File: src/rtl/adam_pause_pkg.sv
// Shared definitions for the ADAM pause sequencer: FSM state encoding and
// width helpers used by the sequencer and its users.
package adam_pause_pkg;

  typedef enum logic [1:0] {
    PAUSED   = 2'd0,
    RESUMING = 2'd1,
    RUNNING  = 2'd2,
    PAUSING  = 2'd3
  } pause_state_e;

  // $clog2 clamped to at least one bit so single-entry counters stay legal.
  function automatic int clog2_min1(input int value);
    return (value > 1) ? $clog2(value) : 1;
  endfunction

endpackage

File: src/rtl/adam_pause_seq.sv
// ADAM pause sequencer: fans one upstream pause request out to NO_MSTS
// channels, pausing in ascending order and resuming in descending order.
module adam_pause_seq
  import adam_pause_pkg::*;
#(
  parameter int NO_MSTS = 8,
  parameter int TIMEOUT = 0
) (
  input  logic               seq_clk,
  input  logic               seq_rst,
  input  logic               slv_req,
  output logic               slv_ack,
  output logic [NO_MSTS-1:0] msts_req,
  input  logic [NO_MSTS-1:0] msts_ack,
  output logic               busy,
  output logic [NO_MSTS-1:0] err
);

  localparam int IW = clog2_min1(NO_MSTS);
  localparam int CW = clog2_min1(TIMEOUT + 1);
  localparam logic [IW-1:0] LAST_IDX = IW'(NO_MSTS - 1);
  localparam logic [CW-1:0] TO_VAL   = CW'(TIMEOUT);

  pause_state_e     state;
  logic [IW-1:0]    idx;
  logic [CW-1:0]    cnt;

  logic               ack_sel;
  logic               timeout_hit;
  logic [NO_MSTS-1:0] cur_mask;
  logic [NO_MSTS-1:0] up_mask;
  logic [NO_MSTS-1:0] dn_mask;

  // One-hot views of the active channel and its neighbours, plus its ack.
  always_comb begin
    ack_sel  = 1'b0;
    cur_mask = '0;
    up_mask  = '0;
    dn_mask  = '0;
    for (int i = 0; i < NO_MSTS; i++) begin
      if (int'(idx) == i) begin
        ack_sel     = msts_ack[i];
        cur_mask[i] = 1'b1;
      end
      if (int'(idx) + 1 == i) up_mask[i] = 1'b1;
      if (int'(idx) - 1 == i) dn_mask[i] = 1'b1;
    end
  end

  // TIMEOUT==0 disables the watchdog entirely.
  assign timeout_hit = (TIMEOUT > 0) && (cnt == TO_VAL);

  always_ff @(posedge seq_clk) begin
    if (seq_rst) begin
      state    <= PAUSED;
      idx      <= '0;
      cnt      <= '0;
      msts_req <= '1;
      slv_ack  <= 1'b1;
      busy     <= 1'b0;
      err      <= '0;
    end else begin
      case (state)
        PAUSED: begin
          if (!slv_req) begin
            state                 <= RESUMING;
            busy                  <= 1'b1;
            idx                   <= LAST_IDX;
            cnt                   <= '0;
            msts_req[NO_MSTS-1]   <= 1'b0;
          end
        end

        RESUMING: begin
          if (!ack_sel || timeout_hit) begin
            // A real ack wins over a simultaneous timeout.
            if (ack_sel) err <= err | cur_mask;
            cnt <= '0;
            if (idx == '0) begin
              state   <= RUNNING;
              busy    <= 1'b0;
              slv_ack <= 1'b0;
            end else begin
              idx      <= idx - IW'(1);
              msts_req <= msts_req & ~dn_mask;
            end
          end else if (TIMEOUT > 0) begin
            cnt <= cnt + CW'(1);
          end
        end

        RUNNING: begin
          if (slv_req) begin
            state       <= PAUSING;
            busy        <= 1'b1;
            idx         <= '0;
            cnt         <= '0;
            msts_req[0] <= 1'b1;
          end
        end

        PAUSING: begin
          if (ack_sel || timeout_hit) begin
            if (!ack_sel) err <= err | cur_mask;
            cnt <= '0;
            if (idx == LAST_IDX) begin
              state   <= PAUSED;
              busy    <= 1'b0;
              slv_ack <= 1'b1;
            end else begin
              idx      <= idx + IW'(1);
              msts_req <= msts_req | up_mask;
            end
          end else if (TIMEOUT > 0) begin
            cnt <= cnt + CW'(1);
          end
        end

        default: state <= PAUSED;
      endcase
    end
  end

endmodule

File: config.mk
export PLATFORM = sky130hd
export DESIGN_NAME = adam_pause_seq
export DESIGN_NICKNAME = d
export VERILOG_FILES = /design/src/rtl/adam_pause_pkg.sv /design/src/rtl/adam_pause_seq.sv
export SDC_FILE = /design/constraint.sdc
export NUM_CORES = 1
export LEC_CHECK = 0
export BUFFER_PORTS_ARGS = -buffer_cell sky130_fd_sc_hd__buf_4
export CORE_ASPECT_RATIO = 1.4
export CORE_MARGIN = 5
export CORE_UTILIZATION = 56
export CTS_CLUSTER_SIZE = 25
export DETAILED_ROUTE_END_ITERATION = 12
export PLACE_DENSITY = 0.82
export SLEW_MARGIN = 20
export SYNTH_ARGS = -nofsm -noshare
export SYNTH_HDL_FRONTEND = slang
export SYNTH_SLANG_ARGS = --single-unit
File: constraint.sdc
create_clock -name seq_clk -period 4.9 [get_ports seq_clk]
set_input_delay 0.49 -clock seq_clk [delete_from_list [all_inputs] [get_ports seq_clk]]
set_output_delay 0.49 -clock seq_clk [all_outputs]
set_load 0.01 [all_outputs]
## After elaboration in Yosys (flattened, before gate mapping)

Cells that the tools add are included.

| storage, ports and cells | value |
|---|---|
| bits in registers | 15 |
| bits in latches | 0 |
| RAM bits | 0 |
| bits in read-only memories | 0 |
| bits of input ports | 11 |
| output and inout port bits | 18 |
| logic and storage cells | 117 |
| memories kept | 0 |

| operators by class | value |
|---|---|
| add/subtract/negate cells | 4 |
| multipliers | 0 |
| div/mod/pow operators | 0 |
| magnitude comparators | 0 |
| eq/ne operators | 33 |
| shift-type cells | 0 |
| multiplexer cells | 56 |
| bitwise gates (word level) | 3 |
| reductions and logical operators | 14 |

Operators by type and width:

| operator | count |
|---|---|
| $eq 32x4->1 const B | 3 |
| $eq 32x3->1 const B | 2 |
| $logic_not 32->1 | 2 |
| $mux 1 | 33 |
| $eq 32x2->1 const B | 1 |
| $mux 8 | 4 |
| $reduce_and 6->1 | 4 |
| $mux 3 | 6 |
| $eq 4x4->1 const B | 4 |
| $ne 2x2->1 const B | 8 |
| $eq 3x3->1 const B | 5 |
| $eq 4x3->1 const B | 3 |
| $mux 2 | 6 |
| $pmux 3 s4 | 1 |
| $pmux 6 s2 | 1 |
| $reduce_and 5->1 | 2 |
| $and 8x8->8 | 1 |
| $not 8->8 | 1 |
| $or 8x8->8 | 1 |
| $pmux 2 s4 | 1 |
| $eq 3x2->1 const B | 2 |
| $logic_not 3->1 | 2 |
| $pmux 1 s3 | 2 |
| $reduce_bool 3->1 | 2 |
| 12 further kinds | 13 |

## Logic depth before layout (Yosys ltp)

Gate-level depths: netlist of run 1.

| depth | value |
|---|---|
| word-level depth | 11 |
| depth in mapped cells | 10 |
| mapped depth without buffers | 9 |

## Worst setup path after synthesis of run 1

OpenSTA, ideal clock, no wires.

| path | value |
|---|---|
| kind | register to register |
| start | register idx[1] |
| end | register msts_req[0] |
| library setup time | 0.079 ns |
| data arrival time | 2.381 ns |
| required time | 4.821 ns |
| setup slack | 2.440 ns |
| cell stages (with the launch flop) | 11 |
| buffers on the path | 1 |
| clock period less this slack | 2.460 ns |
| path through | dfxtp_1 > buf_2 > nand2_1 > inv_1 > ha_1 > nor2b_1 > a221o_1 > o22a_4 > o21ai_2 > or4_1 > o211ai_1 |

| between the ends | value |
|---|---|
| word-level cells in the longest chain between the ends | 11 |
| elaborated cells between the ends (all ways) | 37 |
| those cells by class | 2 x add/sub; 12 x eq/ne; 15 x mux; 3 x bitwise; 5 x reduce/logical |

RTL lines:

| item | RTL line | text |
|---|---|---|
| start: declaration | adam_pause_seq.sv:25 | `logic [IW-1:0] idx;` |
| start signal: assignment | adam_pause_seq.sv:84 | `idx <= idx - IW'(1);` |
| start signal: assignment | adam_pause_seq.sv:111 | `idx <= idx + IW'(1);` |
| parallel branches: the longest is 11 deep, another holds $sub 3x1->4 | - |  |
| end signal: assignment | adam_pause_seq.sv:85 | `msts_req <= msts_req & ~dn_mask;` |
| end signal: assignment | adam_pause_seq.sv:112 | `msts_req <= msts_req \| up_mask;` |
| end: declaration | adam_pause_seq.sv:13 | `output logic [NO_MSTS-1:0] msts_req,` |

Several ways; the timed one is not identified. The select of a mux whose other input is x is not followed.
A chain may end at the register's enable or synchronous reset.

## Final worst setup path of run 1

| path | value |
|---|---|
| start | register idx[0] |
| end | register msts_req[0] |

The elaborated chain is that of the path after synthesis.

==> results of run 1 <==
==> path summary, 6_finish.rpt <==
kind / start / endpoint / cells after the start
worst max register to register: idx[0]$_SDFFE_PP0P_ / msts_req[0]$_SDFFE_PP1P_ / 9
worst min register to register: msts_req[1]$_SDFFE_PP1P_ / msts_req[1]$_SDFFE_PP1P_ / 1
worst max-delay path: idx[0]$_SDFFE_PP0P_ / msts_req[0]$_SDFFE_PP1P_ / 9
worst min-delay path: seq_rst / idx[0]$_SDFFE_PP0P_ / 2
==> cells in the final DEF, fill, tap and decap left out, types with 3 or more instances in the layout <==
master	synthesis	layout
a211oi_1	3	3
a21oi_1	6	6
buf_4	8	20
clkbuf_4	0	3
conb_1	1	8
dfxtp_1	15	15
ha_1	7	7
inv_1	10	10
mux2i_1	3	3
nand2_1	4	4
nand4_1	5	5
nor2_1	16	16
nor2b_1	3	3
nor3_1	3	3
o211ai_1	3	3
o21ai_0	6	6
==> state kept, by name (all words and copies together), names as in the netlist <==
register and count:
state 2, idx 3, slv_ack 1, msts_req 8, busy 1
==> critical path: stages, from the launching register on <==
cell	delay, ns
dfxtp_1	0.76
nand2_1	0.19
inv_1	0.12
ha_1	0.37
nor2b_1	0.37
a221o_1	0.25
o22a_4	0.20
o21ai_2	0.07
or4_1	0.47
o211ai_1	0.18
==> cell type report <==
| cell class | count | area [um^2] | area share (%) |
|---|---|---|---|
| sequential | 15 | 300 | 23.3 |
| timing repair buffer | 20 | 150 | 11.6 |
| tap | 21 | 26.3 | 2.04 |
| clock inverter | 1 | 5.00 | 0.388 |
| multi-input combinational | 102 | 748 | 58.0 |
| inverter | 10 | 37.5 | 2.91 |
| clock buffer | 3 | 22.5 | 1.75 |
==> cells by family (layout without fill, tap and decap cells) <==
logic type,after synthesis,after routing
AND/OR/NAND/NOR,40,40
AO/OA/AOI/OAI,40,40
XOR/XNOR,1,1
buffers and inverters,25,34
multiplexers,5,5
flip-flops,15,15
other,1,8
adder cells (fa/ha/maj),8,8
==> Yosys cell counts (2+ instances only) <==
cell type  number  share of area [%]
nor2_1         16                5.2
dfxtp_1        15                 26
inv_1          10                3.3
buf_4           8                5.2
ha_1            7                7.6
a21oi_1         6                2.6
o21ai_0         6                2.6
nand4_1         5                2.7
clkbuf_1        4                1.3
nand2_1         4                1.3
a211oi_1        3                2.0
mux2i_1         3                2.6
nor2b_1         3                1.6
nor3_1          3                1.3
o211ai_1        3                2.0
a31oi_1         2                1.1
mux2_4          2                2.6
nor4_1          2                1.1
o221ai_1        2                1.5
o311ai_0        2                1.5
o31ai_1         2                1.3
==> stage by stage <==
step	worst slack, ns	power, uW	utilization [%]	cell area [um^2]
final	1.85	735	65.4	1290
after global routing	1.56	800	65.4	1290
after CTS	1.87	730	65.4	1290
after detailed placement	1.90	657	64.0	1260
after global placement	2.09	641	64.0	1260
after floorplan	2.44	568	-	1180
==> power groups by stage <==
stage | combinational (uW) | clock [uW] | sequential (uW)
6_report | 440 | 74.1 | 221
5_1_grt | 492 | 79.8 | 228
4_1_cts | 437 | 73.5 | 220
3_5_place_dp | 434 | 0 | 223
3_3_place_gp | 422 | 0 | 219
2_1_floorplan | 378 | 0 | 190
==> routing by layer <==
metal | share of wire, % | up-vias | track usage, % | routed length, um
met2 | 50 | 27 | 29.7 | 1360
met1 | 43 | 485 | 20.1 | 1160
li1 | - | 518 | - | -
met4 | 1.9 | 0 | 9.00 | 51
met5 | 0 | - | 0 | 0
met3 | 5.1 | 5 | 3.49 | 138
==> run summary, run 1 <==
The final weighted congestion of routability-driven global placement is 0.916. The number of antenna-violating nets in the routed design was 0; the post-layout net count was 171. The final-layout worst hold slack came out at 0.472 ns.

The floorplan step defined a die boundary enclosing 0.00308 mm^2. The highest achievable clock rate is 327 MHz, and the clock sink count is 15. The total of flip-flops plus latches after synthesis was 15. 29 I/O pins were placed. Buffers inserted during clock tree synthesis total 3. The area overhead of the layout relative to synthesis was 11.7%; the number of buffers on the longest clock path was 2. The number of H-tree branching levels is 1, and the power share of the combinational group is 59.9%. In this run the worst hold path is classified as input pin to flop.

The share of the Yosys chip area taken by registers is 26.0%. At the pin with the least slew margin, the transition time is 0.667 ns. For this run, the number of Yosys warnings is 0.

Fraction of the mapped netlist area in simple logic gates: 17.6%. In the finished design, the share of the clock period the worst path needs comes to 62.3%. Cells with a size suffix above 1 make up 20.5% of the layout.

The analysis attributes to net switching a power of 355 uW. In the synthesized netlist, the number of instances is 135. The initialized floorplan defines 19 standard-cell rows. Global routing used 17.4% of the available tracks across all layers. Across the routed clock network, the largest skew measured is 0.00372 ns. The clock network power share was 10.1%; the synthesized area per cell was 8.55 um^2. The number of antenna violations at the first check in global routing came out at 0.

The flow ran to the end, and the final reports show no timing, DRC or antenna violations. Once detailed placement completed, the half-perimeter wirelength came to 2060 um. The routed via count divided by cell count is 6.02. The shortest period the worst path allows is 3.05 ns. The first global-routing pass estimated 4440 um of wire.

In this run, distinct cell masters in the synthesized netlist total 48. Once placement completed, the tool counted placed cells totaling 168. Primary flip-flop cell chosen by synthesis mapping: dfxtp_1.

The final setup violation count was 0; the switching part of the total power was 48.2%. Yosys mapped a number of flops with a built-in enable equal to 0. The post-CTS setup repair buffer count was 0; the number of input and output port buffers inserted was 20.

The detailed router's first-iteration violation count is 38, and the critical path arrival is 3.28 ns. STA classifies the critical path startpoint as a flop. Once the floorplan was initialized, standard cells occupied 58.5% of the core.

The clock transition time at the flip-flop clock pins of the worst setup and hold paths is 0.09 ns. The synthesized netlist devotes 0.758% of its cell area to XOR and XNOR gates. The number of antenna diodes in the final layout is 0. The root buffer cell is clkbuf_4. The setup check on the worst reg-to-reg path leaves a slack of 1.85 ns. Entering global routing, the biggest net connects 19 pins.

The combined area of all synthesized cells is 0.00115 mm^2. After detailed routing, the number of remaining DRC violations is 0. The worst setup path is of the flop to flop kind.

The max capacitance violation total came out at 0. Per report_power, the sequential group accounts for 30.1% of the total. The count of final max-slew check failures came out at 0. Dividing the detail-routed wire length by the instance count gives 15.8 um. The total via count after detailed routing was 1035.

The adder-cell share of the synthesized area is 9.32%. TritonCTS built the clock tree. Summed negative setup slack over all endpoints: 0 ns. Main combinational cell family by area after synthesis: compound AO/OA/AOI/OAI gates.

For this run, the number of standard cells in the final layout without fillers is 172. Setup repair after global routing left no endpoint under its margin. For the placeable core region, the log shows 0.00197 mm^2. For the number of global-route vias before repair, the log shows 1001. The fraction of the mapped netlist area in compound gates was 29.4%; the internal power consumption was 381 uW. Counting flops with an async set or reset pin after synthesis yields a share of 0%.

Wires add up to 2720 um. In this run the vertical extent of the chip is 63.7 um. The worst pin sits at a relative slew slack of 55.5%.

The tools report the number of inserted filler cells in the final layout as 178. The final-report hold violation count is 0, and the count of hold buffers inserted by post-cts repair is 0. The analysis attributes to cell leakage a power of 0.000530 uW. The post-cts sizing count was 0; the detailed-routing iteration count for the pre-antenna-repair pass was 4.

The clock insertion delay at the later pin of the skew report was 0.30 ns. Kind of capture point of the worst setup path: a flop. The multiplexer share of the synthesized area was 5.20%; the power per unit of standard cell area was 570 mW/mm^2.

The sum of overflow across all layers after global routing was 0. The biggest fanout along the worst timing path is 18, and the required time of the critical path is 5.12 ns. The worst-case vdd ir drop was 0.000369 V; the die boundary width was 48.4 um.
Note: power is estimated with default switching activity, not from simulation.
==> run 2: changes to the inputs <==
ABC_AREA = 1   (was unset)
CORE_UTILIZATION = 54   (was 56)
PLACE_DENSITY = 0.79   (was 0.82)
clock period = 3.1 ns   (was 4.9 ns; I/O delays follow)
==> run summary, run 2 <==
Leaving out fill and tap cells, the most frequent cells in the layout are nand2_1, nor2_1, inv_1. Dividing the synthesized area by the synthesized cell count gives 6.61 um^2. The first global-routing pass estimated 4710 um of wire.

The number of I/O pins was 29; the number of remaining DRC errors was 0. The total via count after detailed routing was 1214. The count of hold buffers inserted by post-cts repair was 0; the die boundary width was 51.3 um.

Sequential elements use 23.3% of the synthesized area. In this run the biggest area consumer among cell types represents 23.3% of the synthesized area. The number of input and output port buffers inserted was 20; the shortest period the worst path allows was 2.12 ns. CTS saw 15 sinks. Counting flops per register, the top entry is msts_req. For the placed wire-length estimate after detailed placement, the log shows 2290 um. The register area is 300 um^2, and the number of H-tree branching levels is 1.

In this run the cell area of the synthesized design comes to 0.00129 mm^2. The static leakage power was 0.000751 uW; the summed negative setup slack over all endpoints was 0 ns. The biggest fanout along the worst timing path is 13, and the fraction of final layout cells with drive strength greater than 1 is 21.4%.

The Yosys step of the flow raised 0 warnings. In the final design database the tool counted 235 nets. The hold-critical path depth was 3. After clock tree synthesis, the clock-pin slew on the worst setup and hold paths is 0.09 ns.

The number of antenna-violating nets in the routed design came out at 0. The utilization of the core after routing came out at 61.5%. Using the TritonRoute via totals, the vias-per-cell ratio works out to 5.10. The count of cells along the worst register-to-register path is 7. The number of inserted diodes is 0. The initial utilization of the core area, before any placement, comes to 55.1%. After synthesis, the share of flip-flops with an asynchronous set or reset is 0%. On the final layout, the worst clock skew is 0.00450 ns. Setup violations remaining at the end of the flow were counted as 0. The run gives 17.3% as the total routing resource utilization after global routing. The run gives 0.233 ns as the final-layout worst hold slack.

The congestion estimate from routability-driven global placement came to 0.916. At the later pin of the worst-skew pair, clock insertion delay measures 0.29 ns. The floorplan die height came out at 67.8 um. The total of flip-flops plus latches after synthesis came out at 15. The startpoint identified for the worst hold timing path is seq_rst. Class of the worst hold path: input pin to flop. The sum of internal, switching and leakage power was 1480 uW.

Post-CTS setup repair buffer count: 0. Leaving out fill and tap cells, the most frequent cell in the layout is nand2_1. For the sum of overflow across all layers after global routing, the log shows 0. The number of antenna violations at the first check in global routing was 0. STA classifies the critical path endpoint as a flop.

Entering global routing, the biggest net connects 15 pins. The worst pin sits at a relative slew slack of 62.1%. Ranked by instance count, the synthesized netlist is headed by nand2_1, nor2_1, inv_1. Across the VDD grid, the largest voltage drop is 0.000528 V.

Primary flip-flop cell chosen by synthesis mapping: dfxtp_1. The flow ran to the end, and the final reports show no timing, DRC or antenna violations. The cell count after synthesis came out at 195. The floorplan step defined a die boundary enclosing 0.00348 mm^2.

The flip-flop count of the largest register, all copies and words added works out to 8. The run gives 21 as the site row count. The run gives 2.35 ns as the critical path arrival.

The end of the worst register-to-register path is idx[2]$_SDFFE_PP0P_. The TritonCTS buffer count is 3. The clock passes through at most 2 buffers. Kind of start point of the critical path: a flop. For hold timing, the worst endpoint is msts_req[7]$_SDFFE_PP1P_. For the detailed-routing iteration count for the pre-antenna-repair pass, the log shows 4.

The count of final max-slew check failures was 0; the final cycle utilization of the critical path was 68.4%. The tools report the area of combinational cells with multiple inputs as 828 um^2. After detailed routing, the average wire length per cell comes to 11.5 um.

The slew at the pin with the worst max-slew slack works out to 0.569 ns. The worst setup path is of the flop to flop kind. In this run the standard cell core region covers 0.00234 mm^2. The tools report the startpoint of the lowest-slack register-to-register path as state[0]$_SDFFE_PP0P_. TritonCTS built the clock tree. Counting the fill cells in the layout gives 220. Synthesis instantiated 30 different standard cells from the library. The routed wire length is 2740 um, and the max capacitance violation total is 0. STA puts the critical path data required time at 3.33 ns.

Most frequently used cell type in the post-synthesis netlist: nand2_1. Setup slack of the most critical reg-to-reg path: 0.98 ns. Sorting the synthesized cells by area gives the leading types as dfxtp_1, nand2_1, nor2_1, ha_1, inv_1.

The number of global-route vias before repair came out at 1194. The number of enable flip-flop cells after synthesis is 0. Of all cell types, the one taking the most synthesized area is dfxtp_1.

The highest achievable clock rate is 472 MHz, and the final-report hold violation count is 0. The detailed router's first-iteration violation count was 29. The area growth from synthesis to layout is 11.7%.

The largest registers in the layout are msts_req (8), idx (3), state (2). Setup repair after global routing left no endpoint under its margin. In this run, post-CTS repair resized a total of 0 instances.

In this run the power density over the cells is 1030 mW/mm^2. The root buffer cell chosen for the clock tree is clkbuf_4.
-- run 2: cell type report --
cell class | count | area share (%)
flip-flops and latches | 15 | 20.9
well taps | 23 | 2.00
clock buffers | 4 | 1.83
inverters | 28 | 7.30
repair buffers | 20 | 10.4
multi-input cells | 148 | 57.6
-- run 2: worst max path at each step --
| stage | startpoint | end | slack, ns | depth (start not counted) |
|---|---|---|---|---|
| after detailed placement | state[0]$_SDFFE_PP0P_ | idx[2]$_SDFFE_PP0P_ | 1.0 | 7 |
| final | state[0]$_SDFFE_PP0P_ | idx[2]$_SDFFE_PP0P_ | 0.98 | 7 |
| after global placement | state[0]$_SDFFE_PP0P_ | idx[2]$_SDFFE_PP0P_ | 1.12 | 7 |
| after global routing | state[0]$_SDFFE_PP0P_ | idx[2]$_SDFFE_PP0P_ | 0.80 | 7 |
| after floorplan | idx[0]$_SDFFE_PP0P_ | msts_req[2]$_SDFFE_PP1P_ | 1.37 | 16 |
| after CTS | state[0]$_SDFFE_PP0P_ | idx[2]$_SDFFE_PP0P_ | 0.99 | 7 |
-- run 2: stage by stage --
| step | worst slack [ns] | instances | area (um^2) |
|---|---|---|---|
| 4_1_cts | 0.986 | 238 | 1440 |
| 3_5_place_dp | 0.999 | 234 | 1410 |
| 3_3_place_gp | 1.12 | 234 | 1410 |
| 2_1_floorplan | 1.37 | 202 | 1320 |
| 6_report | 0.980 | 238 | 1440 |
| 5_1_grt | 0.799 | 238 | 1440 |
-- run 2: cell families (layout without fill, tap and decap cells) --
kind of cell | Yosys count | in the layout | share of synthesized area, %
and+or+nand+nor | 111 | 111 | 43.7
other | 1 | 8 | 0.291
AOI/OAI and AO/OA | 19 | 19 | 8.54
adders and majority gates | 8 | 8 | 8.35
xor gates and xnor gates | 2 | 2 | 1.36
DFF | 15 | 15 | 23.3
buffers and inverters | 39 | 52 | 14.5
-- run 2: worst max-delay path: stages (launching register included) --
cell	delay (ns)
dfxtp_1	0.38
ha_1	0.54
inv_1	0.22
fa_1	0.43
xor2_1	0.18
o21ai_0	0.15
nor2_1	0.06
nor2_1	0.10
-- run 2: per-layer routing --
layer / routed length (um) / global-route usage [%] / vias up / part of all wire (%)
met3: 73 / 2.87 / 4 / 2.7
met2: 1520 / 36.1 / 14 / 55
met1: 1130 / 17.1 / 551 / 41
met4: 21 / 4.59 / 0 / 0.77
met5: 0 / 0 / - / 0
li1: - / - / 645 / -
-- run 2: where the power goes --
part	internal, uW	switching, uW	total (uW)
combinational	387	605	992
clock	50.0	64.1	114
sequential	284	88.9	373
